### src/rtl/scsp_pkg.sv
// scsp_pkg: shared SCSP types and constants for the MIDI transmit path
package scsp_pkg;
    localparam int MIDI_BAUD_DIV   = 722;
    localparam int MIDI_FIFO_DEPTH = 4;
    typedef enum logic [1:0] {MTX_IDLE, MTX_START, MTX_DATA, MTX_STOP} MidiTxState_t;
endpackage

### src/rtl/scsp_midi_fifo.sv
// scsp_midi_fifo: synchronous FIFO with clock enable and same-cycle read/write
// clk/rst/ce: clock, sync active-high reset, clock enable
// wr/din: push strobe and data; rd: pop strobe; dout: head entry
// empty/full: registered status flags
module scsp_midi_fifo #(
    parameter int W     = 8,
    parameter int DEPTH = 4
) (
    input  logic         clk,
    input  logic         rst,
    input  logic         ce,
    input  logic         wr,
    input  logic         rd,
    input  logic [W-1:0] din,
    output logic [W-1:0] dout,
    output logic         empty,
    output logic         full
);
    localparam int AW = $clog2(DEPTH);
    localparam logic [AW:0] FULL_CNT = (AW+1)'(DEPTH);
    logic [W-1:0]  mem [DEPTH];
    logic [AW-1:0] wp, rp;
    logic [AW:0]   cnt, cnt_n;
    logic          we, re;
    assign re    = ce & rd & ~empty;
    // a pop in the same cycle frees the slot, so a write to a full FIFO is still taken
    assign we    = ce & wr & (~full | re);
    assign cnt_n = cnt + (AW+1)'(we) - (AW+1)'(re);
    assign dout  = mem[rp];
    always_ff @(posedge clk)
        if (rst) begin
            wp    <= '0;
            rp    <= '0;
            cnt   <= '0;
            empty <= 1'b1;
            full  <= 1'b0;
        end else if (ce) begin
            if (we) begin
                mem[wp] <= din;
                wp      <= wp + 1'b1;
            end
            if (re) rp <= rp + 1'b1;
            cnt   <= cnt_n;
            empty <= cnt_n == '0;
            full  <= cnt_n == FULL_CNT;
        end
endmodule

### src/rtl/scsp_midi_tx.sv
// scsp_midi_tx: MOBUF FIFO plus 8N1 MIDI OUT serializer driving CR2 OE/OF
// CLK/RST/CE: system clock, sync active-high reset, clock enable
// MOBUF_WR/MOBUF_D: CR3 write strobe and byte
// OE/OF: FIFO empty/full; BUSY: frame in progress; TXD: serial line, idle high
module scsp_midi_tx
    import scsp_pkg::*;
#(
    parameter int BAUD_DIV   = MIDI_BAUD_DIV,
    parameter int FIFO_DEPTH = MIDI_FIFO_DEPTH
) (
    input  logic       CLK,
    input  logic       RST,
    input  logic       CE,
    input  logic       MOBUF_WR,
    input  logic [7:0] MOBUF_D,
    output logic       OE,
    output logic       OF,
    output logic       BUSY,
    output logic       TXD
);
    localparam int CW = $clog2(BAUD_DIV);
    localparam logic [CW-1:0] RELOAD = CW'(BAUD_DIV - 1);
    MidiTxState_t  state, state_n;
    logic [CW-1:0] cnt, cnt_n;
    logic [2:0]    bitcnt, bitcnt_n;
    logic [7:0]    shift, shift_n, head;
    logic          txd_n, pop, tick;
    scsp_midi_fifo #(.W(8), .DEPTH(FIFO_DEPTH)) u_fifo (
        .clk  (CLK),
        .rst  (RST),
        .ce   (CE),
        .wr   (MOBUF_WR),
        .rd   (pop),
        .din  (MOBUF_D),
        .dout (head),
        .empty(OE),
        .full (OF)
    );
    assign tick = cnt == '0;
    assign BUSY = state != MTX_IDLE;
    always_comb begin
        state_n  = state;
        cnt_n    = tick ? RELOAD : cnt - 1'b1;
        bitcnt_n = bitcnt;
        shift_n  = shift;
        pop      = 1'b0;
        unique case (state)
            MTX_IDLE: begin
                cnt_n = OE ? cnt : RELOAD;
                if (!OE) begin
                    pop     = 1'b1;
                    shift_n = head;
                    state_n = MTX_START;
                end
            end
            MTX_START: if (tick) begin
                bitcnt_n = '0;
                state_n  = MTX_DATA;
            end
            MTX_DATA: if (tick) begin
                shift_n  = shift >> 1;
                bitcnt_n = bitcnt + 1'b1;
                state_n  = bitcnt == 3'd7 ? MTX_STOP : MTX_DATA;
            end
            MTX_STOP: if (tick) begin
                // chain straight into the next start bit when more bytes are queued
                pop     = ~OE;
                shift_n = OE ? shift : head;
                state_n = OE ? MTX_IDLE : MTX_START;
            end
        endcase
        // line level is decided from the next state so TXD stays a plain register
        txd_n = state_n == MTX_START ? 1'b0 : state_n == MTX_DATA ? shift_n[0] : 1'b1;
    end
    always_ff @(posedge CLK)
        if (RST) begin
            state  <= MTX_IDLE;
            cnt    <= '0;
            bitcnt <= '0;
            shift  <= '0;
            TXD    <= 1'b1;
        end else if (CE) begin
            state  <= state_n;
            cnt    <= cnt_n;
            bitcnt <= bitcnt_n;
            shift  <= shift_n;
            TXD    <= txd_n;
        end
endmodule

### config.mk
export PLATFORM = sky130hd
export DESIGN_NAME = scsp_midi_tx
export DESIGN_NICKNAME = d
export VERILOG_FILES = /design/src/rtl/scsp_pkg.sv /design/src/rtl/scsp_midi_fifo.sv /design/src/rtl/scsp_midi_tx.sv
export SDC_FILE = /design/constraint.sdc
export NUM_CORES = 1
export LEC_CHECK = 0
export BUFFER_PORTS_ARGS = -buffer_cell sky130_fd_sc_hd__buf_2
export CAP_MARGIN = 20
export CORE_MARGIN = 3
export CORE_UTILIZATION = 60
export DETAILED_ROUTE_END_ITERATION = 10
export GPL_ROUTABILITY_DRIVEN = 0
export PLACE_DENSITY_LB_ADDON = 0.15
export SKIP_LAST_GASP = 1
export SLEW_MARGIN = 25
export SYNTH_ARGS = -nofsm -noshare
export SYNTH_HDL_FRONTEND = slang
export SYNTH_HIERARCHICAL = 1
export SYNTH_SLANG_ARGS = --single-unit
### constraint.sdc
create_clock -name CLK -period 3.7 [get_ports CLK]
set_input_delay 0.74 -clock CLK [delete_from_list [all_inputs] [get_ports CLK]]
set_output_delay 0.74 -clock CLK [all_outputs]
set_load 0.02 [all_outputs]
* Word level (Yosys, flattened, before mapping)
Memory sizes are Yosys's and may differ from the RTL's. A register that Yosys moved wholly into a read port is not among the register bits. Cells that the tools add are included.
Word-level totals: RAM bits 32, output and inout bits 4, memories 1, input port bits 12, word-level logic and storage cells 75, bits in registers 33
Memory list:
- u_fifo.mem | words 4, bits a word 8, rd ports 1, clocked after memory_dff 1, wr ports 1, RTL line scsp_midi_fifo.sv:21 | logic [W-1:0] mem [DEPTH];
Cells by class: bitwise operators 7, multiplexer cells 28, eq/ne operators 11, $add $sub $neg 6, reductions and logical operators 11
Operators by type and width (number):
- $mux 10 | 3
- $mux 8 | 3
- $pmux 8 s3 | 1
- $mux 2 | 6
- $logic_not 10->1 | 1
- $mux 1 | 10
- $sub 10x1->10 const B | 1
- $ne 2x2->1 const B | 4
- $pmux 2 s4 | 1
- $reduce_and 4->1 | 2
- $eq 2x2->1 const B | 3
- $eq 3x3->1 const B | 2
- $mux 3 | 2
- $pmux 3 s2 | 1
- $reduce_and 2->1 | 3
- $add 2x1->2 const B | 2
- $and 1x1->1 | 4
- $eq 2x1->1 const B | 2
- $reduce_bool 2->1 | 2
- $add 3x1->3 | 1
- $add 3x1->3 const B | 1
- $logic_not 3->1 | 1
- $reduce_bool 3->1 | 1
- $sub 3x1->3 | 1
- 4 further kinds | 5

* Depth between registers and ports, before layout
Gate-level depths: netlist of the first run.
depth after elaboration 11, depth in mapped cells 15, gate-level depth less buffers 15

* By module
Netlist of the first run, hierarchy kept.
By module, submodules not included:
- scsp_midi_fifo | instances 1, sequential area each 1181.1 um^2, area an instance 1739.2 um^2, cells each 100
- scsp_midi_tx | instances 1, sequential area each 480.5 um^2, area an instance 1491.4 um^2, cells each 179

* Worst setup path before layout of the first run
Ideal clock, no wire load.
kind reg2reg, start point register cnt[0] (netlist name), end point register u_fifo.empty, data arrival time 3.076 ns, period minus slack after synthesis 3.190 ns, library setup time 0.114 ns, cell stages (with the launch flop) 15, buffers on the path 0, setup slack 0.510 ns, cells stage by stage dfxtp_1 -> inv_1 -> ha_1 -> nor4b_2 -> a41oi_2 -> nor3_1 -> nor2b_2 -> o211ai_4 -> ha_1 -> inv_1 -> ha_1 -> fa_1 -> nor2_1 -> mux2_2 -> a21o_1
RTL lines:
- end signal, assigned | RTL line scsp_midi_fifo.sv:35 | empty <= 1'b1;
- end signal, assigned | RTL line scsp_midi_fifo.sv:44 | empty <= cnt_n == '0;
- end, declared | RTL line scsp_midi_fifo.sv:16 | output logic empty,

==> results.sh, run 1 <==
export IMPL_status="completed"
export IMPL_cts_sinks=67
export IMPL_async_flop_share=0
export IMPL_ys_warn_count=6
export IMPL_io_pins=16
export IMPL_drc=0
export IMPL_die_h_um=79.4
export IMPL_maxCapViolCount=0
export IMPL_synth_seq_cells=67
export IMPL_hold_path_class="reg -> reg"
export IMPL_p_switching_uw=528
export IMPL_cts_clk_slew_worst_paths_ns=0.07
export IMPL_use_met2=0.316
export IMPL_core_area_um2=5170
export IMPL_report_final_hold_viol_count=0
export IMPL_synth_compound_area_frac=0.117
export IMPL_clock_latency_ns=0.33
export IMPL_critPathLaunch="cnt[4]"
export IMPL_htreeDepth=3
export IMPL_clockRootBuffer="clkbuf_8"
export IMPL_post_cts_setup_buffer_count=0
export IMPL_place_ws_ns=0.367
export IMPL_design_area_um2=3480
export IMPL_cpLargestDelayFamily="simple AND/OR/NAND/NOR gates"
export IMPL_fp_dieW_um=79.4
export IMPL_fin_crit_ns=3.38
export IMPL_cts_resized_gates=0
export IMPL_synth_top_area_cell="edfxtp_1"
export IMPL_p_total_mw=1.72
export IMPL_synth_flop_cell="dfxtp_1"
export IMPL_arrival_ns=3.61
export IMPL_clockPowerShare=0.297
export IMPL_synth_top_area_share=0.297
export IMPL_tritoncts="done"
export IMPL_grt_antenna_before_repair=0
export IMPL_syn_nets=305
export IMPL_drt_wl_total_um=5870
export IMPL_p_per_area_nw_per_um2=494
export IMPL_portBuffers=15
export IMPL_synth_edf_count=32
export IMPL_drtIter0Drc=139
export IMPL_nets=318
export IMPL_numCtsBuffers=9
export IMPL_path_buf_inv=1
export IMPL_grt_pass1_vias=2005
export IMPL_relSlewSlack=0.526
export IMPL_cp_start_kind="flop"
export IMPL_crit_slowest_cell="nor4_1"
export IMPL_die_area_um2=6300
export IMPL_fillers=386
export IMPL_yosys_area_share_simple=0.138
export IMPL_grt_pass1_wl_um=9760
export IMPL_fin_crit_sh=0.913
export IMPL_maxClockFrequency_ghz=0.296
export IMPL_antenna_cells=0
export IMPL_r2r_start="cnt[4]"
export IMPL_tightestPinTransition_ns=0.708
export IMPL_track_usage=0.204
export IMPL_grt_use_met1=0.278
export IMPL_synth_area_um2=3230
export IMPL_row_count=26
export IMPL_grt_busiest_layer="met2"
export IMPL_start_util=0.625
export IMPL_yosys_area_share_adder=0.0565
export IMPL_synth_xor_xnor_area_share=0.0352
export IMPL_clock_skew_ns=0.0108
export IMPL_intPower_mw=1.19
export IMPL_yosysUniqueCellTypes=56
export IMPL_critPathMaxStageDelay_ns=0.57
export IMPL_fin_ws_ns=0.322
export IMPL_peakVddDrop_uv=298
export IMPL_synth_top_cells_by_area="edfxtp_1 (30%), dfxtp_1 (22%), mux4_2 (5.6%)"
export IMPL_rsz0062_at_grt="false"
export IMPL_avgRoutedWirePerCell_um=16.0
export IMPL_hold_buffers=0
export IMPL_synthToLayoutAreaGrowth_pct=7.82
export IMPL_syn_inst=279
export IMPL_dp_cells=351
export IMPL_hold_start="bitcnt[2]"
export IMPL_criticalPathCategory="reg -> reg"
export IMPL_viasPerCell=5.90
export IMPL_routed_via_count=2164
export IMPL_crit_path_end_kind="flop"
export IMPL_crit_chain="nor4_1 > a41oi_2 > nor3_1 > nor2b_2 > o211ai_4 > ha_1 > inv_1 > ha_1 > fa_1 > xnor2_1 > xnor2_1 > nand2_1 > a21o_1"
export IMPL_fin_util=0.673
export IMPL_path_max_fanout=6
export IMPL_switching_share=0.307
export IMPL_grt_max_degree=39
export IMPL_dpl_instance_area_um2=3320
export IMPL_seq_power_share=0.498
export IMPL_yosysSeqAreaShare=0.514
export IMPL_antenna_left=0
export IMPL_avgSynthCellArea_um2=11.6
export IMPL_fin_hold_ws_ns=0.460
export IMPL_grt_overflow=0
export IMPL_hpwlAfterDp_um=4000
export IMPL_slew_violations=0
export IMPL_synth_top_family_by_area="simple AND/OR/NAND/NOR gates"
export IMPL_setup_tns_final_ns=0
export IMPL_setup_violations=0
export IMPL_grtUsageMet3=0.0497
export IMPL_power_leakage_nw=1.26
export IMPL_finalNonFillerCells=367
export IMPL_dr_pass1_iters=4
export IMPL_p_comb_frac=0.205
export IMPL_drive_gt1_frac=0.182
export IMPL_clock_tree_buffer_depth=2
export IMPL_synthMuxAreaShare=0.0949
export IMPL_crit_required_ns=3.93
## power by group through the flow
stage / logic [mW] / clock network, mW / registers [mW]
after floorplan: 0.303 / 0 / 0.866
after global placement: 0.348 / 0 / 0.870
after detailed placement: 0.351 / 0 / 0.872
after CTS: 0.354 / 0.522 / 0.855
after global routing: 0.390 / 0.555 / 0.861
final: 0.354 / 0.511 / 0.856
## kinds of logic (layout without fill, tap and decap cells)
family          after synthesis  in the layout
xor+xnor                     13             13
buf+inv                      30             48
flops                        67             67
mux                          20             20
fa+ha+maj                    14             14
compound gates               51             51
simple gates                 84             84
## layout by cell type, fill, tap and decap left out, drive strengths merged, types with 4 or more instances in the layout
cell type / synthesis / layout
buf: 7 / 17
inv: 15 / 15
nand3: 4 / 4
and2: 4 / 4
or3: 4 / 4
nor3: 16 / 16
dfxtp: 35 / 35
edfxtp: 32 / 32
clkbuf: 8 / 11
nor2: 30 / 30
nand2: 10 / 10
xor2: 4 / 4
a21oi: 20 / 20
xnor2: 9 / 9
mux4: 8 / 8
o21ai: 6 / 6
mux2i: 10 / 10
a311oi: 7 / 7
ha: 13 / 13
## layout make-up
cell class                 instances  area, um^2  share of cell area
tap                               70        87.6              0.0251
timing repair buffer              17        90.1              0.0259
inverter                          15        56.3              0.0162
clock inverter                     5        31.3             0.00898
sequential                        67        1660               0.477
clock buffer                      11         131              0.0377
multi-input combinational        182        1430               0.409
## cell usage after synthesis, types with 5 or more instances
library cell,count
nor3_1,15
nor2_1,30
inv_1,15
dfxtp_1,35
edfxtp_1,32
nand2_1,9
clkbuf_1,8
a21oi_1,19
ha_1,13
xnor2_1,9
a311oi_1,7
mux2i_1,10
o21ai_0,5
mux4_2,8
## state kept, by name, summed over array words and instances, names as in the netlist, 2 cells and up, named ones only
name and flops:
bitcnt 3, cnt 10, shift 8, state 2, u_fifo/cnt 3, u_fifo/mem 32, u_fifo/rp 2, u_fifo/wp 2
## worst reg2reg max path: stages (launching register included)
cell	delay (ns)
dfxtp_1	0.36
nor4_1	0.57
a41oi_2	0.21
nor3_1	0.25
nor2b_2	0.24
o211ai_4	0.11
ha_1	0.31
inv_1	0.04
ha_1	0.18
fa_1	0.38
xnor2_1	0.19
xnor2_1	0.16
nand2_1	0.12
a21o_1	0.18
## routing by layer
metal	routed length, um	share of wire	vias to the layer above
li1	-	-	1057
met1	2720	0.46	1061
met2	2830	0.48	42
met3	274	0.047	4
met4	41	0.0070	0
met5	0	0	-
## worst paths after layout
kind	to	slack, ns	cells past startpoint
max	u_fifo/empty	0.32	13
min	bitcnt[2]	0.46	2
max reg2reg	u_fifo/empty	0.32	13
min reg2reg	bitcnt[2]	0.46	2
Note: power is estimated with default switching activity, not from simulation.
==> inputs of run 2 (changes only) <==
--- a/config.mk
+++ b/config.mk
@@ -7,6 +7,7 @@
 export LEC_CHECK = 0
 export BUFFER_PORTS_ARGS = -buffer_cell sky130_fd_sc_hd__buf_2
 export CAP_MARGIN = 20
+export CORE_ASPECT_RATIO = 0.7
 export CORE_MARGIN = 3
 export CORE_UTILIZATION = 60
 export DETAILED_ROUTE_END_ITERATION = 10
==> run 2 against run 1 <==
Worst setup slack worse by 0.0025 ns. Critical path depth rose by 1. Sequential power is essentially flat. Clock-buffer cell count shrank 1. Non-clock buffer count stayed put. Core utilization increased by 3.0 points. Cell count down 0.27%. Clock power increased by 13%. First-iteration DRC count increased by 8.6%. Sequential cell count stayed put. Critical endpoint unchanged. Largest cell class unchanged. Largest power group unchanged.
==> results.sh, run 2 (synthesis results as in run 1) <==
export IMPL_p_comb_frac=0.204
export IMPL_r2r_end="u_fifo/empty"
export IMPL_synthToLayoutAreaGrowth_pct=8.64
export IMPL_highest_layer="met4"
export IMPL_seq_power_share=0.476
export IMPL_final_common_cell="dfxtp_1"
export IMPL_criticalPathCategory="reg -> reg"
export IMPL_die_h_um=67.4
export IMPL_wl_met3_um=402
export IMPL_cts_resized_gates=0
export IMPL_drtIter0Drc=151
export IMPL_clock_skew_ns=0.00924
export IMPL_track_usage=0.235
export IMPL_fin_ws_ns=0.320
export IMPL_arrival_ns=3.62
export IMPL_hold_path_class="reg -> reg"
export IMPL_cts_sinks=67
export IMPL_switching_share=0.300
export IMPL_viasPerCell=6.01
export IMPL_dp_cells=350
export IMPL_dr_pass1_iters=4
export IMPL_intPower_mw=1.26
export IMPL_p_per_area_nw_per_um2=513
export IMPL_clockRootBuffer="clkbuf_8"
export IMPL_antenna_left=0
export IMPL_path_max_fanout=4
export IMPL_fin_crit_sh=0.914
export IMPL_hold_start="bitcnt[1]"
export IMPL_grt_overflow=0
export IMPL_largestRegisters="u_fifo/mem: 32 flops, cnt: 10 flops, shift: 8 flops"
export IMPL_die_area_um2=6310
export IMPL_fp_dieW_um=93.7
export IMPL_routed_via_count=2200
export IMPL_hold_depth=2
export IMPL_drc=0
export IMPL_final_cell_mix="dfxtp_1 (35), edfxtp_1 (32), nor2_1 (30)"
export IMPL_portBuffers=15
export IMPL_relSlewSlack=0.512
export IMPL_start_util=0.647
export IMPL_tritoncts="done"
export IMPL_numCtsBuffers=9
export IMPL_maxCapViolCount=0
export IMPL_clockPowerShare=0.320
export IMPL_place_ws_ns=0.340
export IMPL_top_register="u_fifo/mem"
export IMPL_reg2regPathDepth=14
export IMPL_met2_length_um=2970
export IMPL_peakVddDrop_uv=252
export IMPL_crit_required_ns=3.94
export IMPL_htreeDepth=3
export IMPL_row_count=21
export IMPL_p_total_mw=1.80
export IMPL_drive_gt1_frac=0.185
export IMPL_hpwlAfterDp_um=4370
export IMPL_grt_max_degree=39
export IMPL_ff2ff_setup_slack_ns=0.32
export IMPL_rsz0062_at_grt="false"
export IMPL_r2r_start="cnt[0]"
export IMPL_min_to="bitcnt[1]"
export IMPL_p_switching_uw=540
export IMPL_avgRoutedWirePerCell_um=17.5
export IMPL_grt_pass1_wl_um=11000
export IMPL_fin_crit_ns=3.38
export IMPL_post_cts_setup_buffer_count=0
export IMPL_fin_util=0.703
export IMPL_io_pins=16
export IMPL_finalNonFillerCells=366
export IMPL_nets=318
export IMPL_antenna_cells=0
export IMPL_dpl_instance_area_um2=3320
export IMPL_setup_tns_final_ns=0
export IMPL_largest_reg_flops=32
export IMPL_report_final_hold_viol_count=0
export IMPL_cts_clk_slew_worst_paths_ns=0.07
export IMPL_design_area_um2=3510
export IMPL_slew_violations=0
export IMPL_drt_wl_total_um=6400
export IMPL_core_area_um2=4990
export IMPL_grt_pass1_vias=2242
export IMPL_setup_violations=0
export IMPL_grt_antenna_before_repair=0
export IMPL_met1Wirelength_um=2950
export IMPL_maxClockFrequency_ghz=0.296
export IMPL_status="completed"
export IMPL_hold_buffers=0
export IMPL_tightestPinTransition_ns=0.725
export IMPL_crit_path_end_kind="flop"
export IMPL_clock_tree_buffer_depth=2
export IMPL_cp_start_kind="flop"
export IMPL_clock_latency_ns=0.35
export IMPL_fin_hold_ws_ns=0.468
export IMPL_power_leakage_nw=1.29
-- run 2: worst max path at each step --
stage	startpoint	end	slack (ns)
2_1_floorplan	cnt[0]	u_fifo/empty	0.51
3_3_place_gp	cnt[0]	u_fifo/empty	0.50
3_5_place_dp	cnt[4]	u_fifo/empty	0.34
4_1_cts	cnt[4]	u_fifo/empty	0.26
5_1_grt	cnt[0]	u_fifo/empty	0.03
6_report	cnt[0]	u_fifo/empty	0.32
-- run 2: layout make-up --
cell class | count | area (um^2)
clock inverter | 6 | 56.3
fill | 386 | 1480
timing repair buffer | 17 | 90.1
clock buffer | 10 | 128
tap | 69 | 86.3
multi-input combinational | 182 | 1430
inverter | 15 | 56.3
sequential | 67 | 1660
-- run 2: power groups by stage --
stage	clock (mW)	combinational, mW	sequential [mW]
2_1_floorplan	0	0.303	0.866
3_3_place_gp	0	0.351	0.869
3_5_place_dp	0	0.360	0.872
4_1_cts	0.589	0.364	0.855
5_1_grt	0.621	0.410	0.862
6_report	0.577	0.368	0.857
-- run 2: routing by layer --
metal / GRT usage / vias up
met5: 0 / -
met4: 0.121 / 0
met3: 0.0624 / 8
met2: 0.347 / 61
met1: 0.322 / 1071
li1: - / 1060
-- run 2: worst max-delay path: stages (launching register included) --
cell	delay (ns)
dfxtp_1	0.34
inv_1	0.08
ha_1	0.20
nor4b_2	0.37
a41oi_2	0.18
nor3_1	0.24
nor2b_2	0.24
o211ai_4	0.11
ha_1	0.30
inv_1	0.04
ha_1	0.18
fa_1	0.53
nor2_1	0.06
mux2_2	0.25
a21o_1	0.17
==> inputs of run 3 (changes only) <==
--- a/config.mk
+++ b/config.mk
@@ -5,6 +5,7 @@
 export SDC_FILE = /design/constraint.sdc
 export NUM_CORES = 1
 export LEC_CHECK = 0
+export ABC_AREA = 1
 export BUFFER_PORTS_ARGS = -buffer_cell sky130_fd_sc_hd__buf_2
 export CAP_MARGIN = 20
 export CORE_ASPECT_RATIO = 0.7
==> run 3 against run 2 <==
Via count grew 17%. Critical path type unchanged. Sequential share of layout area fell by 2.6 points. Synthesized cell count up 38%. Sequential power is essentially flat. Largest power group unchanged. Area after synthesis rose by 3.3%. Worst setup slack better by 0.13 ns. Highest routed layer unchanged.
==> results.sh, run 3 <==
export IMPL_relSlewSlack=0.431
export IMPL_die_h_um=68.4
export IMPL_final_common_cell="nand2_1"
export IMPL_syn_inst=384
export IMPL_avgRoutedWirePerCell_um=13.4
export IMPL_cts_resized_gates=0
export IMPL_clockPowerShare=0.370
export IMPL_antenna_cells=0
export IMPL_setup_violations=0
export IMPL_crit_path_end_kind="flop"
export IMPL_numCtsBuffers=9
export IMPL_htreeDepth=3
export IMPL_synth_top_area_share=0.288
export IMPL_cts_clk_slew_worst_paths_ns=0.07
export IMPL_core_area_um2=5310
export IMPL_clockRootBuffer="clkbuf_8"
export IMPL_final_cell_mix="nand2_1 (60), nor2_1 (52), inv_1 (38)"
export IMPL_tritoncts="done"
export IMPL_fin_util=0.699
export IMPL_fin_hold_ws_ns=0.477
export IMPL_synthToLayoutAreaGrowth_pct=11.3
export IMPL_avgSynthCellArea_um2=8.69
export IMPL_synth_seq_cells=67
export IMPL_cts_sinks=67
export IMPL_viasPerCell=5.31
export IMPL_grt_use_met1=0.305
export IMPL_fin_crit_ns=3.25
export IMPL_nets=432
export IMPL_syn_nets=410
export IMPL_slew_violations=0
export IMPL_drive_gt1_frac=0.180
export IMPL_intPower_mw=1.35
export IMPL_maxClockFrequency_ghz=0.308
export IMPL_power_leakage_nw=1.52
export IMPL_ys_warn_count=6
export IMPL_drt_wl_total_um=6490
export IMPL_switching_share=0.286
export IMPL_io_pins=16
export IMPL_seq_power_share=0.453
export IMPL_arrival_ns=3.53
export IMPL_rsz0062_at_grt="false"
export IMPL_p_comb_frac=0.176
export IMPL_grt_pass1_vias=2350
export IMPL_grtUsageMet3=0.0604
export IMPL_row_count=22
export IMPL_yosysSeqAreaShare=0.498
export IMPL_largest_reg_flops=32
export IMPL_p_switching_uw=540
export IMPL_track_usage=0.222
export IMPL_synth_edf_count=32
export IMPL_dpl_instance_area_um2=3480
export IMPL_grt_antenna_before_repair=0
export IMPL_post_cts_setup_buffer_count=0
export IMPL_drtIter0Drc=195
export IMPL_grt_busiest_layer="met2"
export IMPL_crit_required_ns=3.98
export IMPL_hpwlAfterDp_um=4530
export IMPL_start_util=0.628
export IMPL_synth_area_um2=3340
export IMPL_maxCapViolCount=0
export IMPL_setup_tns_final_ns=0
export IMPL_antenna_left=0
export IMPL_die_area_um2=6510
export IMPL_async_flop_share=0
export IMPL_grt_max_degree=18
export IMPL_cp_start_kind="flop"
export IMPL_grt_pass1_wl_um=10900
export IMPL_peakVddDrop_uv=278
export IMPL_criticalPathCategory="reg -> reg"
export IMPL_yosysMostFrequentCell="nand2_1"
export IMPL_report_final_hold_viol_count=0
export IMPL_clock_tree_buffer_depth=2
export IMPL_clock_latency_ns=0.35
export IMPL_fp_dieW_um=95.1
export IMPL_synth_commonest_cells="nand2_1 (60), nor2_1 (52), inv_1 (38)"
export IMPL_dr_pass1_iters=4
export IMPL_synth_top_area_cell="edfxtp_1"
export IMPL_portBuffers=15
export IMPL_design_area_um2=3710
export IMPL_path_max_fanout=7
export IMPL_hold_buffers=0
export IMPL_grt_overflow=0
export IMPL_synth_flop_cell="dfxtp_1"
export IMPL_yosysUniqueCellTypes=42
export IMPL_synth_top_cells_by_area="edfxtp_1 (29%), dfxtp_1 (21%), nand2_1 (6.7%)"
export IMPL_largestRegisters="u_fifo/mem: 32 flops, cnt: 10 flops, shift: 8 flops"
export IMPL_drc=0
export IMPL_tightestPinTransition_ns=0.851
export IMPL_fin_crit_sh=0.877
export IMPL_top_register="u_fifo/mem"
export IMPL_clock_skew_ns=0.00626
export IMPL_hold_path_class="reg -> reg"
export IMPL_status="completed"
export IMPL_use_met2=0.337
export IMPL_routed_via_count=2566
export IMPL_p_per_area_nw_per_um2=508
run 3: cell count changes in the layout (fill, tap and decap cells not counted), sizes merged, moves of 7 or more:
cell	previous run	this run
nand2	10	67
inv	15	50
nor2	30	60
o21ai	6	34
a21oi	20	37
nand3	4	17
mux2i	10	0
nor3	16	6
mux4	8	0
o22ai	0	8
xnor2	9	1
a311oi	7	0
run 3: cell type report:
type	count	area [um^2]
Tap cell	72	90.1
Fill cell	404	1600
Timing Repair Buffer	17	90.1
Inverter	52	196
Clock inverter	5	85.1
Multi-Input combinational cell	259	1440
Clock buffer	11	151
Sequential cell	67	1660
run 3: per-layer routing:
layer | share of wire | wire (um)
met5 | 0 | 0
met2 | 0.43 | 2800
met3 | 0.054 | 348
met4 | 0.014 | 89
met1 | 0.50 | 3250
run 3: kinds of logic after synthesis:
| family | count (synthesis) | synth area share |
|---|---|---|
| AO/OA/AOI/OAI | 88 | 0.154 |
| adder cells (fa/ha/maj) | 14 | 0.0547 |
| AND/OR/NAND/NOR | 155 | 0.217 |
| XOR/XNOR | 2 | 0.00525 |
| flip-flops | 67 | 0.498 |
| buffers and inverters | 58 | 0.0709 |
run 3: per-stage QoR:
step                      worst slack [ns]  std cells  power, mW
after floorplan                      0.816        384       1.13
after global placement               0.652        467       1.19
after detailed placement             0.526        467       1.20
after CTS                            0.466        483       1.90
after global routing                 0.170        483       1.98
final                                0.455        483       1.89
run 3: critical path, cell delays in order, from the launching register on:
cell and delay [ns]:
dfxtp_1 0.33, inv_1 0.10, ha_1 0.19, nand2_1 0.11, nor2_4 0.13, nand3_4 0.15, nand2_2 0.15, nand2_2 0.12
nor3_1 0.21, nand3_2 0.14, nand2_1 0.09, nand2_2 0.08, ha_1 0.28, inv_1 0.04, ha_1 0.18, fa_1 0.39
inv_1 0.07, nand2_1 0.06, nand2_1 0.06, nand2_1 0.06, nand2_1 0.06, nand2_1 0.06, a21oi_1 0.13
run 3: worst paths after layout:
kind | startpoint | end | slack, ns | depth (start not counted)
max | cnt[0] | u_fifo/full | 0.45 | 22
min | bitcnt[1] | bitcnt[1] | 0.48 | 2
max reg2reg | cnt[0] | u_fifo/full | 0.45 | 22
min reg2reg | bitcnt[1] | bitcnt[1] | 0.48 | 2
run 3: power groups by stage:
stage | clock network [mW] | logic (mW) | registers (mW)
2_1_floorplan | 0 | 0.265 | 0.862
3_3_place_gp | 0 | 0.319 | 0.869
3_5_place_dp | 0 | 0.326 | 0.870
4_1_cts | 0.712 | 0.330 | 0.854
5_1_grt | 0.745 | 0.376 | 0.860
6_report | 0.699 | 0.332 | 0.855
